--- src/rtl/carrier_phase_scheduler.sv ---
// rtl/carrier_phase_scheduler.sv - BPSK carrier phase sequencer with symbol fetch
//
// Purpose:
//   Advances a fixed-point carrier phase once per processed sample tick. One
//   symbol bit is fetched every SAMPLES_PER_SYMBOL samples over a valid/ready
//   handshake. A '1' bit adds a pi offset. The LUT step index is tracked with a
//   counter, so no per-sample divide is needed. The accumulator is forced to
//   zero on every carrier-period wrap, which removes truncation drift.
//
// Ports:
//   clk, rst_n     clock, asynchronous active-low reset
//   enable         run request; low returns to IDLE and clears all state
//   sample_tick    one-cycle strobe per DAC sample
//   sym_valid      symbol source has a bit
//   sym_bit        symbol bit (1 = pi offset)
//   sym_ready      combinational; symbol accepted when sym_valid is also high
//   phase_out      wrapped phase in [0, M_2_PI), registered
//   phase_in_step  LUT index in [0, SAMPLES-1], registered
//   step_valid     one-cycle pulse; phase_out/phase_in_step updated
//   symbol_start   pulses with step_valid on the first sample of a symbol
//   sym_underrun   sticky; set when a boundary finds no symbol
module carrier_phase_scheduler #(
  parameter int                     INPUT_WIDTH        = 64,
  parameter logic [INPUT_WIDTH-1:0] M_2_PI             = 64'h00003243f6a8885a,
  parameter int                     SAMPLES            = 8,
  parameter int                     SAMPLES_PER_SYMBOL = 16,
  parameter logic [INPUT_WIDTH-1:0] PHASE_STEP         = M_2_PI / INPUT_WIDTH'(SAMPLES)
) (
  input  logic                          clk,
  input  logic                          rst_n,
  input  logic                          enable,
  input  logic                          sample_tick,
  input  logic                          sym_valid,
  input  logic                          sym_bit,
  output logic                          sym_ready,
  output logic signed [INPUT_WIDTH-1:0] phase_out,
  output logic [$clog2(SAMPLES)-1:0]    phase_in_step,
  output logic                          step_valid,
  output logic                          symbol_start,
  output logic                          sym_underrun
);

  localparam int IDX_W = $clog2(SAMPLES);
  localparam int CNT_W = (SAMPLES_PER_SYMBOL > 1) ? $clog2(SAMPLES_PER_SYMBOL) : 1;
  localparam logic [INPUT_WIDTH-1:0] M_PI = M_2_PI >> 1;

  typedef enum logic [1:0] {IDLE, LOAD, RUN, UNDERRUN} state_t;

  state_t                 state_q, state_d;
  logic [INPUT_WIDTH-1:0] acc_q, acc_d;
  logic [IDX_W-1:0]       car_idx_q, car_idx_d;
  logic [CNT_W-1:0]       sym_cnt_q, sym_cnt_d;
  logic                   cur_bit_q, cur_bit_d;
  logic                   underrun_q, underrun_d;
  logic [INPUT_WIDTH-1:0] phase_q, phase_d;
  logic [IDX_W-1:0]       step_q, step_d;
  logic                   step_valid_q, step_valid_d;
  logic                   symbol_start_q, symbol_start_d;

  logic                   active;
  logic                   boundary;
  logic [IDX_W-1:0]       car_next;
  logic [INPUT_WIDTH-1:0] acc_next;
  logic [CNT_W-1:0]       sym_next;
  logic                   bit_v;
  logic [IDX_W:0]         step_sum;
  logic [INPUT_WIDTH:0]   phase_sum;

  assign active   = (state_q == RUN) || (state_q == UNDERRUN);
  assign boundary = (sym_cnt_q == CNT_W'(SAMPLES_PER_SYMBOL - 1));
  assign car_next = (car_idx_q == IDX_W'(SAMPLES - 1)) ? '0 : car_idx_q + 1'b1;
  // Period wrap lands exactly on zero instead of accumulating the truncated step.
  assign acc_next = (car_next == '0) ? '0 : acc_q + PHASE_STEP;
  assign sym_next = boundary ? '0 : sym_cnt_q + 1'b1;

  assign sym_ready = enable && ((state_q == LOAD) || (active && boundary && sample_tick));

  always_comb begin
    state_d        = state_q;
    acc_d          = acc_q;
    car_idx_d      = car_idx_q;
    sym_cnt_d      = sym_cnt_q;
    cur_bit_d      = cur_bit_q;
    underrun_d     = underrun_q;
    phase_d        = phase_q;
    step_d         = step_q;
    step_valid_d   = 1'b0;
    symbol_start_d = 1'b0;
    bit_v          = cur_bit_q;
    step_sum       = '0;
    phase_sum      = '0;

    if (!enable) begin
      state_d    = IDLE;
      acc_d      = '0;
      car_idx_d  = '0;
      sym_cnt_d  = '0;
      cur_bit_d  = 1'b0;
      underrun_d = 1'b0;
      phase_d    = '0;
      step_d     = '0;
    end else begin
      case (state_q)
        IDLE: state_d = LOAD;
        LOAD: begin
          if (sym_valid) begin
            cur_bit_d = sym_bit;
            sym_cnt_d = '0;
            state_d   = RUN;
          end
        end
        RUN, UNDERRUN: begin
          if (sample_tick) begin
            if (boundary) begin
              if (sym_valid) begin
                bit_v   = sym_bit;
                state_d = RUN;
              end else begin
                // Starved source: fall back to the unmodulated carrier.
                bit_v      = 1'b0;
                state_d    = UNDERRUN;
                underrun_d = 1'b1;
              end
            end
            cur_bit_d      = bit_v;
            car_idx_d      = car_next;
            acc_d          = acc_next;
            sym_cnt_d      = sym_next;
            step_valid_d   = 1'b1;
            symbol_start_d = (sym_next == '0);

            step_sum = {1'b0, car_next} + (bit_v ? (IDX_W+1)'(SAMPLES / 2) : '0);
            if (step_sum >= (IDX_W+1)'(SAMPLES)) step_sum = step_sum - (IDX_W+1)'(SAMPLES);
            step_d = step_sum[IDX_W-1:0];

            // Extra bit holds acc + pi before the single conditional wrap.
            phase_sum = {1'b0, acc_next} + (bit_v ? {1'b0, M_PI} : '0);
            if (phase_sum >= {1'b0, M_2_PI}) phase_sum = phase_sum - {1'b0, M_2_PI};
            phase_d = phase_sum[INPUT_WIDTH-1:0];
          end
        end
        default: state_d = IDLE;
      endcase
    end
  end

  always_ff @(posedge clk or negedge rst_n) begin
    if (!rst_n) begin
      state_q        <= IDLE;
      acc_q          <= '0;
      car_idx_q      <= '0;
      sym_cnt_q      <= '0;
      cur_bit_q      <= 1'b0;
      underrun_q     <= 1'b0;
      phase_q        <= '0;
      step_q         <= '0;
      step_valid_q   <= 1'b0;
      symbol_start_q <= 1'b0;
    end else begin
      state_q        <= state_d;
      acc_q          <= acc_d;
      car_idx_q      <= car_idx_d;
      sym_cnt_q      <= sym_cnt_d;
      cur_bit_q      <= cur_bit_d;
      underrun_q     <= underrun_d;
      phase_q        <= phase_d;
      step_q         <= step_d;
      step_valid_q   <= step_valid_d;
      symbol_start_q <= symbol_start_d;
    end
  end

  assign phase_out     = phase_q;
  assign phase_in_step = step_q;
  assign step_valid    = step_valid_q;
  assign symbol_start  = symbol_start_q;
  assign sym_underrun  = underrun_q;

endmodule

--- config.mk ---
export PLATFORM = sky130hd
export DESIGN_NAME = carrier_phase_scheduler
export DESIGN_NICKNAME = d
export VERILOG_FILES = /design/src/rtl/carrier_phase_scheduler.sv
export SDC_FILE = /design/constraint.sdc
export NUM_CORES = 1
export LEC_CHECK = 0
export ABC_AREA = 1
export ABC_CLOCK_PERIOD_IN_PS = 15470
export CORE_MARGIN = 2
export CORE_UTILIZATION = 40
export DETAILED_ROUTE_END_ITERATION = 10
export HOLD_SLACK_MARGIN = 0.15
export PLACE_DENSITY_LB_ADDON = 0.08
export SLEW_MARGIN = 25
export SYNTH_ARGS = -nofsm -noshare
export SYNTH_HDL_FRONTEND = slang
export SYNTH_SLANG_ARGS = --single-unit
--- constraint.sdc ---
create_clock -name clk -period 15.47 [get_ports clk]
set_input_delay 1.547 -clock clk [delete_from_list [all_inputs] [get_ports clk]]
set_output_delay 1.547 -clock clk [all_outputs]
set_load 0.1 [all_outputs]
* Yosys cells after proc, flatten, opt, wreduce, memory -nomap -nowiden
Cells that the tools add are included.
Operators by class: $lt $le $gt $ge 2, equality and inequality tests 13, $add $sub $neg 7, multiplexer cells 49, reductions and logical operators 13
Operator list (number):
- $mux W64 | 8
- $add A64 B45 Y65 | 1
- $ge A65 B46 Y1 const B | 1
- $add A64 B43 Y64 const B | 1
- $sub A64 B46 Y64 const B | 1
- $mux W45 | 1
- $mux W3 | 9
- $mux W1 | 20
- $mux W4 | 4
- $ne A3 B3 Y1 const B | 3
- $mux W2 | 4
- $pmux W4 S2 | 1
- $ne A2 B1 Y1 const B | 3
- $pmux W2 S3 | 1
- $reduce_and A3 Y1 | 2
- $add A3 B3 Y4 | 1
- $add A4 B1 Y4 const B | 1
- $eq A2 B2 Y1 const B | 2
- $eq A4 B4 Y1 const B | 1
- $ge A4 B4 Y1 const B | 1
- $logic_not A4 Y1 | 1
- $reduce_and A4 Y1 | 1
- $add A3 B1 Y3 const B | 1
- $eq A3 B3 Y1 const B | 1
- other kinds (11) | 14
Word-level totals: register bits 144, output and inout bits 71, word-level logic and storage cells 94, bits of input ports 6

* Logic depth before layout (Yosys ltp)
Gate-level depths: netlist of run 1.
word-level depth 12, mapped depth 43

* Worst setup path after synthesis of run 1
No wires, ideal clock.
path type input-to-reg, from input port sym_valid, to register phase_q[59] (netlist: phase_out[59]), setup slack 9.728 ns, required time 15.350 ns, setup time 0.120 ns, arrival 5.622 ns, stages 28, cell sequence nand3_1 o21ai_0 ha_1 inv_1 o21ai_0 nand3_1 a21oi_2 nand3_1 nand2_1 nand2_1 nand2_1 nand2_1 nand2_1 nand2_1 nand3_1 nand2_1 nor2_1 nand2_1 nor2_1 nand4_1 nor2_1 nand3_4 nand2_4 buf_12 buf_6 nand3_1 nand3_1 nand2_1
On the way: word-level cells in the longest chain between the ends 12
Ends and longest elaborated chain:
- start: declaration | line 33 | input logic sym_valid,
- $mux W1 * | line 115 | if (sym_valid) begin
- $mux W1 * | line 114 | if (boundary) begin
- $mux W1 * | line 113 | if (sample_tick) begin
- $mux W1 * | line 103 | case (state_q)
- $mux W1 * | line 93 | if (!enable) begin
- $mux W45 * | line 137 | phase_sum = {1'b0, acc_next} + (bit_v ? {1'b0, M_PI} : '0);
- $add A64 B45 Y65 * | line 137
- $sub A64 B46 Y64 / $ge A65 B46 Y1 (equally long branches) | line 138 | if (phase_sum >= {1'b0, M_2_PI}) phase_sum = phase_sum - {1'b0, M_2_PI};
- $mux W64 * | line 138
- $mux W64 * | line 113
- $mux W64 * | line 103
- $mux W64 * | line 93
- end signal: assignment | line 166 | phase_q <= phase_d;
- end: declaration | line 55 | logic [INPUT_WIDTH-1:0] phase_q, phase_d;
Mark *: on every way between the ends. The rest lies on a longest branch, timed or not. The select of a mux whose other input is x is not followed. A chain may end at the register's enable or synchronous reset.

* Final worst setup path of run 1
from register car_idx_q[0], to register phase_q[57] (netlist: phase_out[57])
On the way: word-level cells in the longest chain between the ends 10
Ends and longest elaborated chain:
- start: declaration | line 51 | logic [IDX_W-1:0] car_idx_q, car_idx_d;
- start signal: assignment | line 162 | car_idx_q <= car_idx_d;
- $add A3 B1 Y3 / $eq A3 B3 Y1 (equally long branches) | line 71 | assign car_next = (car_idx_q == IDX_W'(SAMPLES - 1)) ? '0 : car_idx_q + 1'b1;
- $mux W3 * | line 71
- $logic_not A3 Y1 * | line 73 | assign acc_next = (car_next == '0) ? '0 : acc_q + PHASE_STEP;
- $mux W64 * | line 73
- $add A64 B45 Y65 * | line 137
- $sub A64 B46 Y64 / $ge A65 B46 Y1 (equally long branches) | line 138
- $mux W64 * | line 138
- $mux W64 * | line 113
- $mux W64 * | line 103
- $mux W64 * | line 93
Marked as above.

==> impl_results.md, run 1 <==
- Fraction of the yosys area taken by sequential cells: a little over a fifth
- Area growth syn-to-layout: 10.9%
- Net count reported at finish: 3126
- Share of Yosys cell area claimed by the top area cell type: 27.0%
- Number of global-route vias before repair: 18500
- Top-Level Pins: 77
- Critical Path End Type: flop
- Met3 capacity usage during global routing: 5.16%
- Max_slew headroom: between 20% and 30%
- Final Hold Fails: 0
- # rows: 74
- WP data required: roughly 16 ns
- Top fanout value on the critical path: 102
- Post-detailed-route count of antenna-violating nets: 0
- Setup Skew: between 0.009 and 0.01 ns
- Clock sink count: approximately 140
- Class of the worst hold path: reg2reg
- Number of gates resized after CTS: 0
- Largest cells by area after synthesis: nand2_1 (27%), dfrtp_1 (22%), nand3_1 (11%), nor2_1 (8.7%), inv_1 (8.3%)
- Detailed-route via count: between 15000 and 20000
- Global routing usage on met1: 44.2%
- Initial DRC count: 1822
- Launching element type of the critical path: flop
- DR DRC count: 0
- Top FF cell, synth: dfrtp_1
- Destination of the worst register-to-register timing path: phase_out[57]$_DFFE_PN0P_
- CTS Buffer Depth: 2
- Avg WL per Cell: 19.2 um
- Number of enable flip-flop cells after synthesis: 0
- Total of flip-flops plus latches after synthesis: about 140
- Final sum of negative setup slack: 0 ns
- CTS H-Tree Depth: 4
- Maximum Capacitance Violations: 0
- Starting Density: 40.5%
- Capture endpoint of the worst hold path: phase_out[60]$_DFFE_PN0P_
- Share of synthesized flip-flops with an asynchronous set or reset: 100%
- Worst flop-to-flop path startpoint: car_idx_q[0]$_DFFE_PN0P_
- Number of iterations in the first detailed-routing pass: 6
- Worst IR Drop VDD: 0.115 mV
- Final cycle utilization of the critical path: between 40% and 50%
- Floorplan die area: 43000 um2
- Synthesized area per cell: 5.43 um2
- Clock-pin slew on the worst setup and hold paths: 0.07 ns
- Clk_lat worst skew: 0.51 ns
- Cells on worst reg2reg path: 26
- GRT Total Usage: 32.6%
- Leakage power total: about 0.0097 uW
- Post-Syn Area: 16500 um2
- Transition time at the pin with the least slew margin: 1.10 ns
- I/O Buffers: 76
- Die Span Y: slightly above 200 um
- Most used routing layer: met2
- Global placer's final weighted congestion: around 1.0
- Number of buffers inserted by hold repair at cts: 0
- Most common library cells after synthesis: nand2_1 (1189), nor2_1 (384), inv_1 (364), nand3_1 (364), dfrtp_1 (142)
- Clock Root Buffer: clkbuf_16
- Number of antenna violations at the first check in global routing: 1
- Hold Path Origin: phase_out[60]$_DFFE_PN0P_
- Cell with the most instances after synthesis: nand2_1
- Maximum number of pins on one net before global-route repair: between 100 and 150
- Tmin final: between 6 and 7 ns
- Number of stages on the worst hold path: 2
- Wire length of the first global-routing pass: 108 mm
- Yosys warning total: 0
- Status: complete, no violations
- Via density: 5.44
- Antenna diode instance count: 0
- Buffer count from post-CTS setup fixing: 0
- Final count of negative-setup-slack endpoints: 0
- Setup Crit Path Kind: reg2reg
- Die X: just over 200 um
- Data arrival time of the critical path: 7.01 ns
- Distinct cell type count of the synthesized netlist: between 40 and 50
- PD cells: 141 nW/um2
- Core Box Area: 40800 um2
- Met2 demand-to-capacity share in global routing: 52.0%
- Final-report max-slew violation count: 0
- Clock tree from TritonCTS: built
- Proportion of layout cells with a drive suffix above 1: 6.83%
- Gate Count Post-Synth: just over 3000
- Placed cell area: around 18000 um2
- Final HPWL DP: 56.6 mm
- Number of buffers added by the clock tree synthesis step: 17
- Routed WL: 70.0 mm
- Fmax: between 150 and 200 MHz
- RSZ-0062 raised after global routing: no
- Aggregate global routing overflow: 0
- Mapped Nets: about 3100
- Worst reg2reg setup slack: around 9 ns
- Post-route design area: 18300 um2
- Cell type contributing the most total cell area after synthesis: nand2_1
[per-stage QoR]
stage | std cells | worst slack, ns | total power [uW] | util (%) | hold WS (ns)
after floorplan | 3044 | 9.73 | 1630 | - | 0.448
after global placement | 3605 | 8.38 | 2120 | 43.4 | 0.464
after detailed placement | 3605 | 8.17 | 2130 | 43.4 | 0.465
after CTS | 3637 | 8.70 | 2580 | 44.9 | 0.482
after global routing | 3637 | 8.25 | 2780 | 44.9 | 0.499
final | 3637 | 8.85 | 2590 | 44.9 | 0.476
[cells in the final DEF, fill, tap and decap left out, drive strengths merged, types with 2 or more instances in the layout]
master / synthesis / routed
a21boi: 4 / 4
a21oi: 91 / 91
a31oi: 7 / 7
a32o: 2 / 2
and2: 4 / 4
and3: 2 / 2
buf: 31 / 9
bufinv: 0 / 2
clkbuf: 24 / 19
clkdlybuf4s50: 0 / 75
clkinv: 6 / 8
clkinvlp: 0 / 4
dfrtp: 142 / 142
ha: 28 / 28
inv: 401 / 406
nand2: 1216 / 1216
nand3: 393 / 393
nand3b: 4 / 4
nand4: 67 / 67
nor2: 445 / 445
nor3: 23 / 23
nor4: 4 / 4
o211ai: 2 / 2
o21a: 4 / 4
o21ai: 72 / 72
o21bai: 3 / 3
o22ai: 47 / 47
xnor2: 5 / 5
xor2: 13 / 13
[worst max-delay path, cell delays in order (launching register included)]
cell and delay, ns:
dfrtp_1 0.41, ha_1 0.21, ha_1 0.28, inv_1 0.08
nand3_4 0.40, buf_4 0.63, o21ai_0 0.19, a21oi_1 0.36
ha_1 0.37, a21oi_1 0.27, inv_1 0.06, nand2_1 0.06
nand2_1 0.12, a21oi_1 0.23, nand3_1 0.27, nand2_1 0.16
nand2_1 0.13, nor2_1 0.27, nand2_1 0.15, nor2_1 0.16
nand4_1 0.09, nor2_1 0.29, nand3_4 0.28, nand2_8 0.53
nand3_1 0.15, nand3_1 0.13, nand2_1 0.06
[area by class of cell]
cell class	count	area, um2
clock buffers	19	443
clock inverters	13	150
fillers	4580	22500
inverters	407	1530
multi-input cells	2440	11200
flip-flops and latches	142	3550
well taps	532	666
repair buffers	84	822
[worst max path at each step]
stage,startpoint,endpoint,depth (start not counted)
after global routing,car_idx_q[0]$_DFFE_PN0P_,phase_out[62]$_DFFE_PN0P_,33
after detailed placement,sym_valid,phase_out[8]$_DFFE_PN0P_,29
after CTS,car_idx_q[0]$_DFFE_PN0P_,phase_out[42]$_DFFE_PN0P_,31
final,car_idx_q[0]$_DFFE_PN0P_,phase_out[57]$_DFFE_PN0P_,26
after global placement,sym_valid,phase_out[55]$_DFFE_PN0P_,29
after floorplan,sym_valid,phase_out[59]$_DFFE_PN0P_,28
[cell families (layout without fill, tap and decap cells)]
family,after synthesis,after routing,synth area share (%)
fa+ha+maj,28,28,2.12
flops,142,142,21.5
compound gates,234,234,8.10
buf+inv,462,523,11.2
simple gates,2160,2160,56.2
xor+xnor,18,18,0.954
[metal layers]
metal	vias up	part of all wire, %
met5	-	0.017
met4	2	3.3
met3	110	6.5
met2	693	45
met1	9167	45
li1	9797	-
[power by group]
part           internal [uW]  switching (uW)  total, uW  leakage (uW)
registers                412            37.5        449       0.00196
logic                    418            1280       1700       0.00748
clock network            243             198        442      0.000279
[flip-flops by register name, indices dropped and copies added, names as in the netlist]
register and count:
acc_q 64, sym_cnt_q 4, sym_underrun 1, step_valid 1, phase_in_step 1, symbol_start 1
state_q 2, phase_out 64, car_idx_q 3, cur_bit_q 1
No activity file was read; power rests on OpenSTA's default activity.
==> run 2, diff against run 1 <==
--- a/config.mk
+++ b/config.mk
@@ -6,7 +6,7 @@
 export NUM_CORES = 1
 export LEC_CHECK = 0
 export ABC_AREA = 1
-export ABC_CLOCK_PERIOD_IN_PS = 15470
+export ABC_CLOCK_PERIOD_IN_PS = 5900
 export CORE_MARGIN = 2
 export CORE_UTILIZATION = 40
 export DETAILED_ROUTE_END_ITERATION = 10
==> constraint.sdc (replaced) <==
create_clock -name clk -period 5.9 [get_ports clk]
set_input_delay 0.59 -clock clk [delete_from_list [all_inputs] [get_ports clk]]
set_output_delay 0.59 -clock clk [all_outputs]
set_load 0.1 [all_outputs]
==> run 2 against run 1 <==
  * Worst hold slack worse by 0.0016 ns
  * Global-route usage is 0.46 points higher
  * First-iteration DRC count is 1.8% higher
  * Sequential power grew to 2.6 times the previous value
  * Design area is 0.81% higher
==> impl_results.md, run 2 (synthesis results as in run 1) <==
- Status: complete, no violations
- Area of combinational cells with multiple inputs: approximately 11000 um2
- Post-route design area: 18500 um2
- Number of buffers added by the clock tree synthesis step: 17
- Post-detailed-route count of antenna-violating nets: 0
- Commonest cells after routing, fill and taps aside: nand2_1 (1188), nor2_1 (380), inv_1 (364)
- Area growth syn-to-layout: 11.8%
- Placed cell area: 17800 um2
- Clock-pin slew on the worst setup and hold paths: 0.07 ns
- Number of global-route vias before repair: 18800
- Leakage power total: 0.00980 uW
- Data arrival time of the critical path: 5.88 ns
- Aggregate global routing overflow: 0
- Buffer count from post-CTS setup fixing: 0
- Clock Root Buffer: clkbuf_16
- Final Hold Fails: 0
- Final-report max-slew violation count: 0
- Routed WL: between 70 and 80 mm
- # rows: 74
- Maximum Capacitance Violations: 0
- Cell at the slowest stage of the critical path: ha_1
- Launching element type of the critical path: flop
- Top fanout value on the critical path: 36
- Total area of sequential cells: 3550 um2
- PD cells: 368 nW/um2
- Global placer's final weighted congestion: 0.997
- Clock tree from TritonCTS: built
- Worst IR Drop VDD: about 0.33 mV
- Post-layout total power: between 6000 and 7000 uW
- Number of antenna violations at the first check in global routing: 0
- Clock sink count: 142
- Wire length of the first global-routing pass: 109 mm
- Via density: 5.52
- Core Box Area: 40800 um2
- Starting Density: 40.5%
- Worst setup slack before clock tree synthesis: about 0.46 ns
- Net count reported at finish: around 3100
- Class of the worst hold path: reg2reg
- Setup Crit Path Kind: reg2reg
- Final HPWL DP: 57.2 mm
- WP data required: between 6 and 7 ns
- Clk_lat worst skew: 0.50 ns
- Proportion of layout cells with a drive suffix above 1: 7.29%
- Final count of negative-setup-slack endpoints: 0
- Antenna diode instance count: 0
- Fmax: 183 MHz
- Max_slew headroom: 28.3%
- Floorplan die area: 43000 um2
- Maximum number of pins on one net before global-route repair: 71
- Final critical-path setup slack: 0.450 ns
- Transition time at the pin with the least slew margin: 1.07 ns
- Die Span Y: 207 um
- Final sum of negative setup slack: 0 ns
- Detailed-route via count: 20100
- Avg WL per Cell: 19.4 um
- DR DRC count: 0
- Most Frequent Cell on Critical Path: nand2_1
- WHS: around 0.47 ns
- Die X: 207 um
- Crit-path max cell delay: 0.41 ns
- Top-Level Pins: just under 80
- Final cycle utilization of the critical path: 92.4%
- Setup Skew: about 0.016 ns
- Tmin final: 5.45 ns
- CTS H-Tree Depth: 4
- Initial DRC count: about 1900
- Layout filler cell count: 4547
- Most frequent standard cell in the layout excluding fill and tap cells: nand2_1
- Critical Path End Type: flop
- CTS Buffer Depth: 2
- GRT Total Usage: 33.0%
- I/O Buffers: 76
- Number of iterations in the first detailed-routing pass: 6
-- run 2: cell types whose count changed in the layout (fill, tap and decap cells not counted), sizes merged --
cell         before  now
clkbuf           19   18
inv             406  407
buf               9   17
clkinv            8   10
clkinvlp          4    1
dlygate4sd3       0    1
-- run 2: worst paths after layout --
| path | from | endpoint | slack [ns] | cells after the start |
|---|---|---|---|---|
| max in group asynchronous | rst_n | acc_q[17]$_DFFE_PN0P_ | 4.06 | 3 |
| min reg2reg | phase_out[53]$_DFFE_PN0P_ | phase_out[53]$_DFFE_PN0P_ | 0.47 | 2 |
| min | phase_out[53]$_DFFE_PN0P_ | phase_out[53]$_DFFE_PN0P_ | 0.47 | 2 |
| max reg2reg | acc_q[0]$_DFFE_PN0P_ | phase_out[61]$_DFFE_PN0P_ | 0.45 | 33 |
| min in group asynchronous | rst_n | acc_q[53]$_DFFE_PN0P_ | 0.62 | 2 |
| max | acc_q[0]$_DFFE_PN0P_ | phase_out[61]$_DFFE_PN0P_ | 0.45 | 33 |
-- run 2: per-layer routing --
| metal | part of all wire (%) | global-route usage, % | up-vias |
|---|---|---|---|
| li1 | - | - | 9807 |
| met1 | 45 | 44.5 | 9448 |
| met2 | 45 | 52.4 | 744 |
| met3 | 6.6 | 5.49 | 117 |
| met4 | 3.9 | 13.7 | 0 |
| met5 | 0 | 0 | - |
-- run 2: per-stage QoR --
stage                     instances  utilization [%]
final                          3645             45.2
after global routing           3645             45.2
after CTS                      3645             45.2
after detailed placement       3613             43.7
after global placement         3613             43.7
after floorplan                3044                -
-- run 2: worst max-delay path: cells and delay by family (launching register included) --
family / cells / cell delay, ns
and+or+nand+nor: 24 / 3.51
buffers and inverters: 5 / 0.59
adders and majority gates: 2 / 0.58
DFF: 1 / 0.38
AOI/OAI and AO/OA: 2 / 0.32
-- run 2: timing repair --
item / 4_1_cts / 5_1_grt
resized for setup: 0 / 10
hold buffers: 1 / 0
endpoints found under the hold margin: 41 / 0
endpoints found under the setup margin: 0 / 63
-- run 2: where the power goes --
| part | total, uW | internal, uW | switching, uW |
|---|---|---|---|
| Clock | 1160 | 640 | 516 |
| Combinational | 4470 | 1110 | 3360 |
| Sequential | 1180 | 1080 | 102 |
| Total | 6810 | 2830 | 3980 |
-- run 2: layout make-up --
class	instances	area share [%]
inverter	407	8.28
tap	532	3.60
clock buffer	18	2.38
sequential	142	19.2
clock inverter	13	0.833
multi-input combinational	2440	60.6
timing repair buffer	93	5.10
==> run 3, diff against run 2 <==
--- a/config.mk
+++ b/config.mk
@@ -12,6 +12,7 @@
 export DETAILED_ROUTE_END_ITERATION = 10
 export HOLD_SLACK_MARGIN = 0.15
 export PLACE_DENSITY_LB_ADDON = 0.08
+export REMOVE_ABC_BUFFERS = 1
 export SLEW_MARGIN = 25
 export SYNTH_ARGS = -nofsm -noshare
 export SYNTH_HDL_FRONTEND = slang
==> run 3 against run 2 <==
  * Core utilization grew 0.13 points
  * Global-route usage is 0.38 points lower
  * Sequential power about the same
  * Register-to-register slack lost 0.07 ns
  * Via count decreased by 1.6%
  * Combinational power is essentially flat
  * Non-clock buffer count rose by 14
  * Design area is 0.28% higher
  * Critical path depth decreased by 4
  * Clock power fell by 5%
  * Worst hold slack lost 0.32 ns
  * First-iteration DRC count is 2.0% higher
  * Highest routed layer unchanged
==> impl_results.md, run 3 (synthesis results as in run 1) <==
- Most Frequent Cell on Critical Path: nand2_1
- CTS H-Tree Depth: 4
- Initial DRC count: 1892
- Worst IR Drop VDD: roughly 0.37 mV
- Max_slew headroom: 28.0%
- Starting Density: 40.5%
- Post-layout total power: 6720 uW
- Clock tree from TritonCTS: built
- Final cycle utilization of the critical path: 93.5%
- Combinational share of power: 66.1%
- RSZ-0062 raised after global routing: no
- Tmin final: roughly 5.5 ns
- Top fanout value on the critical path: 33
- Die X: slightly above 200 um
- Maximum Capacitance Violations: 0
- Clk_lat worst skew: approximately 0.50 ns
- Number of global-route vias before repair: 19000
- GRT Total Usage: between 30% and 40%
- PD cells: roughly 360 nW/um2
- Post-detailed-route count of antenna-violating nets: 0
- Part of the power in registers: 17.6%
- Clock sink count: 142
- Critical Path End Type: flop
- Routed WL: 70.4 mm
- Sw power: 3950 uW
- Crit-path max cell delay: 0.55 ns
- Setup Crit Path Kind: reg2reg
- Final HPWL DP: 57.4 mm
- Final Hold Fails: 0
- Worst setup slack before clock tree synthesis: 0.143 ns
- Number of antenna violations at the first check in global routing: 1
- Net count reported at finish: 3150
- Post-route design area: 18500 um2
- CTS Buffer Depth: 2
- Final-report max-slew violation count: 0
- Clock-pin slew on the worst setup and hold paths: 0.07 ns
- Total area of sequential cells: 3550 um2
- Floorplan die area: 43000 um2
- Leakage power total: 0.00983 uW
- Final sum of negative setup slack: 0 ns
- Detailed-route via count: 19800
- Cell-internal power: 2770 uW
- Top-Level Pins: 77
- Most frequent standard cell in the layout excluding fill and tap cells: nand2_1
- Wire length of the first global-routing pass: 108 mm
- Layout filler cell count: 4581
- Commonest cells after routing, fill and taps aside: nand2_1 (1187), nor2_1 (381), nand3_1 (364)
- Placed cell area: 17900 um2
- Launching element type of the critical path: flop
- WP data required: 6.33 ns
- Area growth syn-to-layout: 12.1%
- Core Box Area: 40800 um2
- Fmax: 181 MHz
- Transition time at the pin with the least slew margin: 1.08 ns
- Number of buffers inserted by hold repair at cts: 0
- Class of the worst hold path: in2async
- Placed cell count: around 3600
- Final std cells w/o fill: roughly 3700
- Antenna diode instance count: 0
- Avg WL per Cell: 19.2 um
- Number of buffers added by the clock tree synthesis step: 17
- Die Span Y: 207 um
- Maximum number of pins on one net before global-route repair: 80
- Proportion of layout cells with a drive suffix above 1: under 10%
- Area of combinational cells with multiple inputs: 11200 um2
- Cell at the slowest stage of the critical path: dfrtp_1
- I/O Buffers: 76
- Clock Root Buffer: clkbuf_16
- Status: complete, no violations
- Via density: 5.41
- Number of iterations in the first detailed-routing pass: 7
- # rows: 74
- DR DRC count: 0
- Final critical-path setup slack: 0.383 ns
- Aggregate global routing overflow: 0
- Final count of negative-setup-slack endpoints: 0
- Data arrival time of the critical path: 5.95 ns
- Clk network pwr share: 16.4%
- Switching portion of total power: 58.8%
- Global placer's final weighted congestion: 1.02
- Setup Skew: 0.0141 ns
==> run 3: cell types whose count changed in the layout (fill, tap and decap cells not counted), sizes merged <==
cell         before  now
clkinv           10    7
dlygate4sd3       1    0
bufinv            2    0
inv             407  411
clkinvlp          1    3
buf              17   32
nand3           393  394
==> run 3: layout make-up <==
| type | count | share of cell area [%] |
|---|---|---|
| multi-input combinational | 2441 | 60.4 |
| sequential | 142 | 19.2 |
| inverter | 407 | 8.25 |
| timing repair buffer | 107 | 5.50 |
| tap | 532 | 3.59 |
| clock buffer | 18 | 2.37 |
| clock inverter | 14 | 0.662 |
==> run 3: worst paths after layout <==
path | startpoint | end | slack (ns) | cells past startpoint
max in group asynchronous | rst_n | phase_out[15]$_DFFE_PN0P_ | 4.33 | 2
worst max-delay path | acc_q[17]$_DFFE_PN0P_ | phase_out[5]$_DFFE_PN0P_ | 0.38 | 29
worst max register to register | acc_q[17]$_DFFE_PN0P_ | phase_out[5]$_DFFE_PN0P_ | 0.38 | 29
min in group clk | phase_out[60]$_DFFE_PN0P_ | phase_out[60]$_DFFE_PN0P_ | 0.48 | 2
worst min-delay path | rst_n | acc_q[54]$_DFFE_PN0P_ | 0.15 | 1
worst min register to register | phase_out[60]$_DFFE_PN0P_ | phase_out[60]$_DFFE_PN0P_ | 0.48 | 2
==> run 3: worst max-delay path, delay by kind of cell, from the launching register on <==
| kind | cells | cell delay (ns) |
|---|---|---|
| adder cells (fa/ha/maj) | 1 | 0.34 |
| flip-flops | 1 | 0.55 |
| AO/OA/AOI/OAI | 4 | 0.92 |
| buffers and inverters | 2 | 0.28 |
| AND/OR/NAND/NOR | 22 | 3.35 |
==> run 3: timing repair <==
item                       in CTS  in global routing
setup endpoints to repair       0                 63
resized for setup               0                 10
setup buffers                   0                  2
==> run 3: metal layers <==
| layer | wire length, um | global-route usage [%] | share of wire (%) |
|---|---|---|---|
| met1 | 31900 | 43.9 | 45 |
| met4 | 2510 | 12.2 | 3.6 |
| met2 | 31700 | 52.6 | 45 |
| met3 | 4370 | 5.34 | 6.2 |
| met5 | 0 | 0 | 0 |
==> run 3: power groups by stage <==
stage          clock network [uW]  logic, uW  registers, uW
6_report                     1100       4440           1180
5_1_grt                      1160       4880           1190
4_1_cts                      1120       4370           1180
3_5_place_dp                    0       4350           1200
3_3_place_gp                    0       4340           1200
2_1_floorplan                   0       2620           1630
==> run 3: metrics by stage <==
step	utilization [%]	hold WS [ns]
after floorplan	-	0.294
after global placement	43.9	0.465
after detailed placement	43.9	0.465
after CTS	45.2	0.176
after global routing	45.4	0.223
final	45.4	0.152
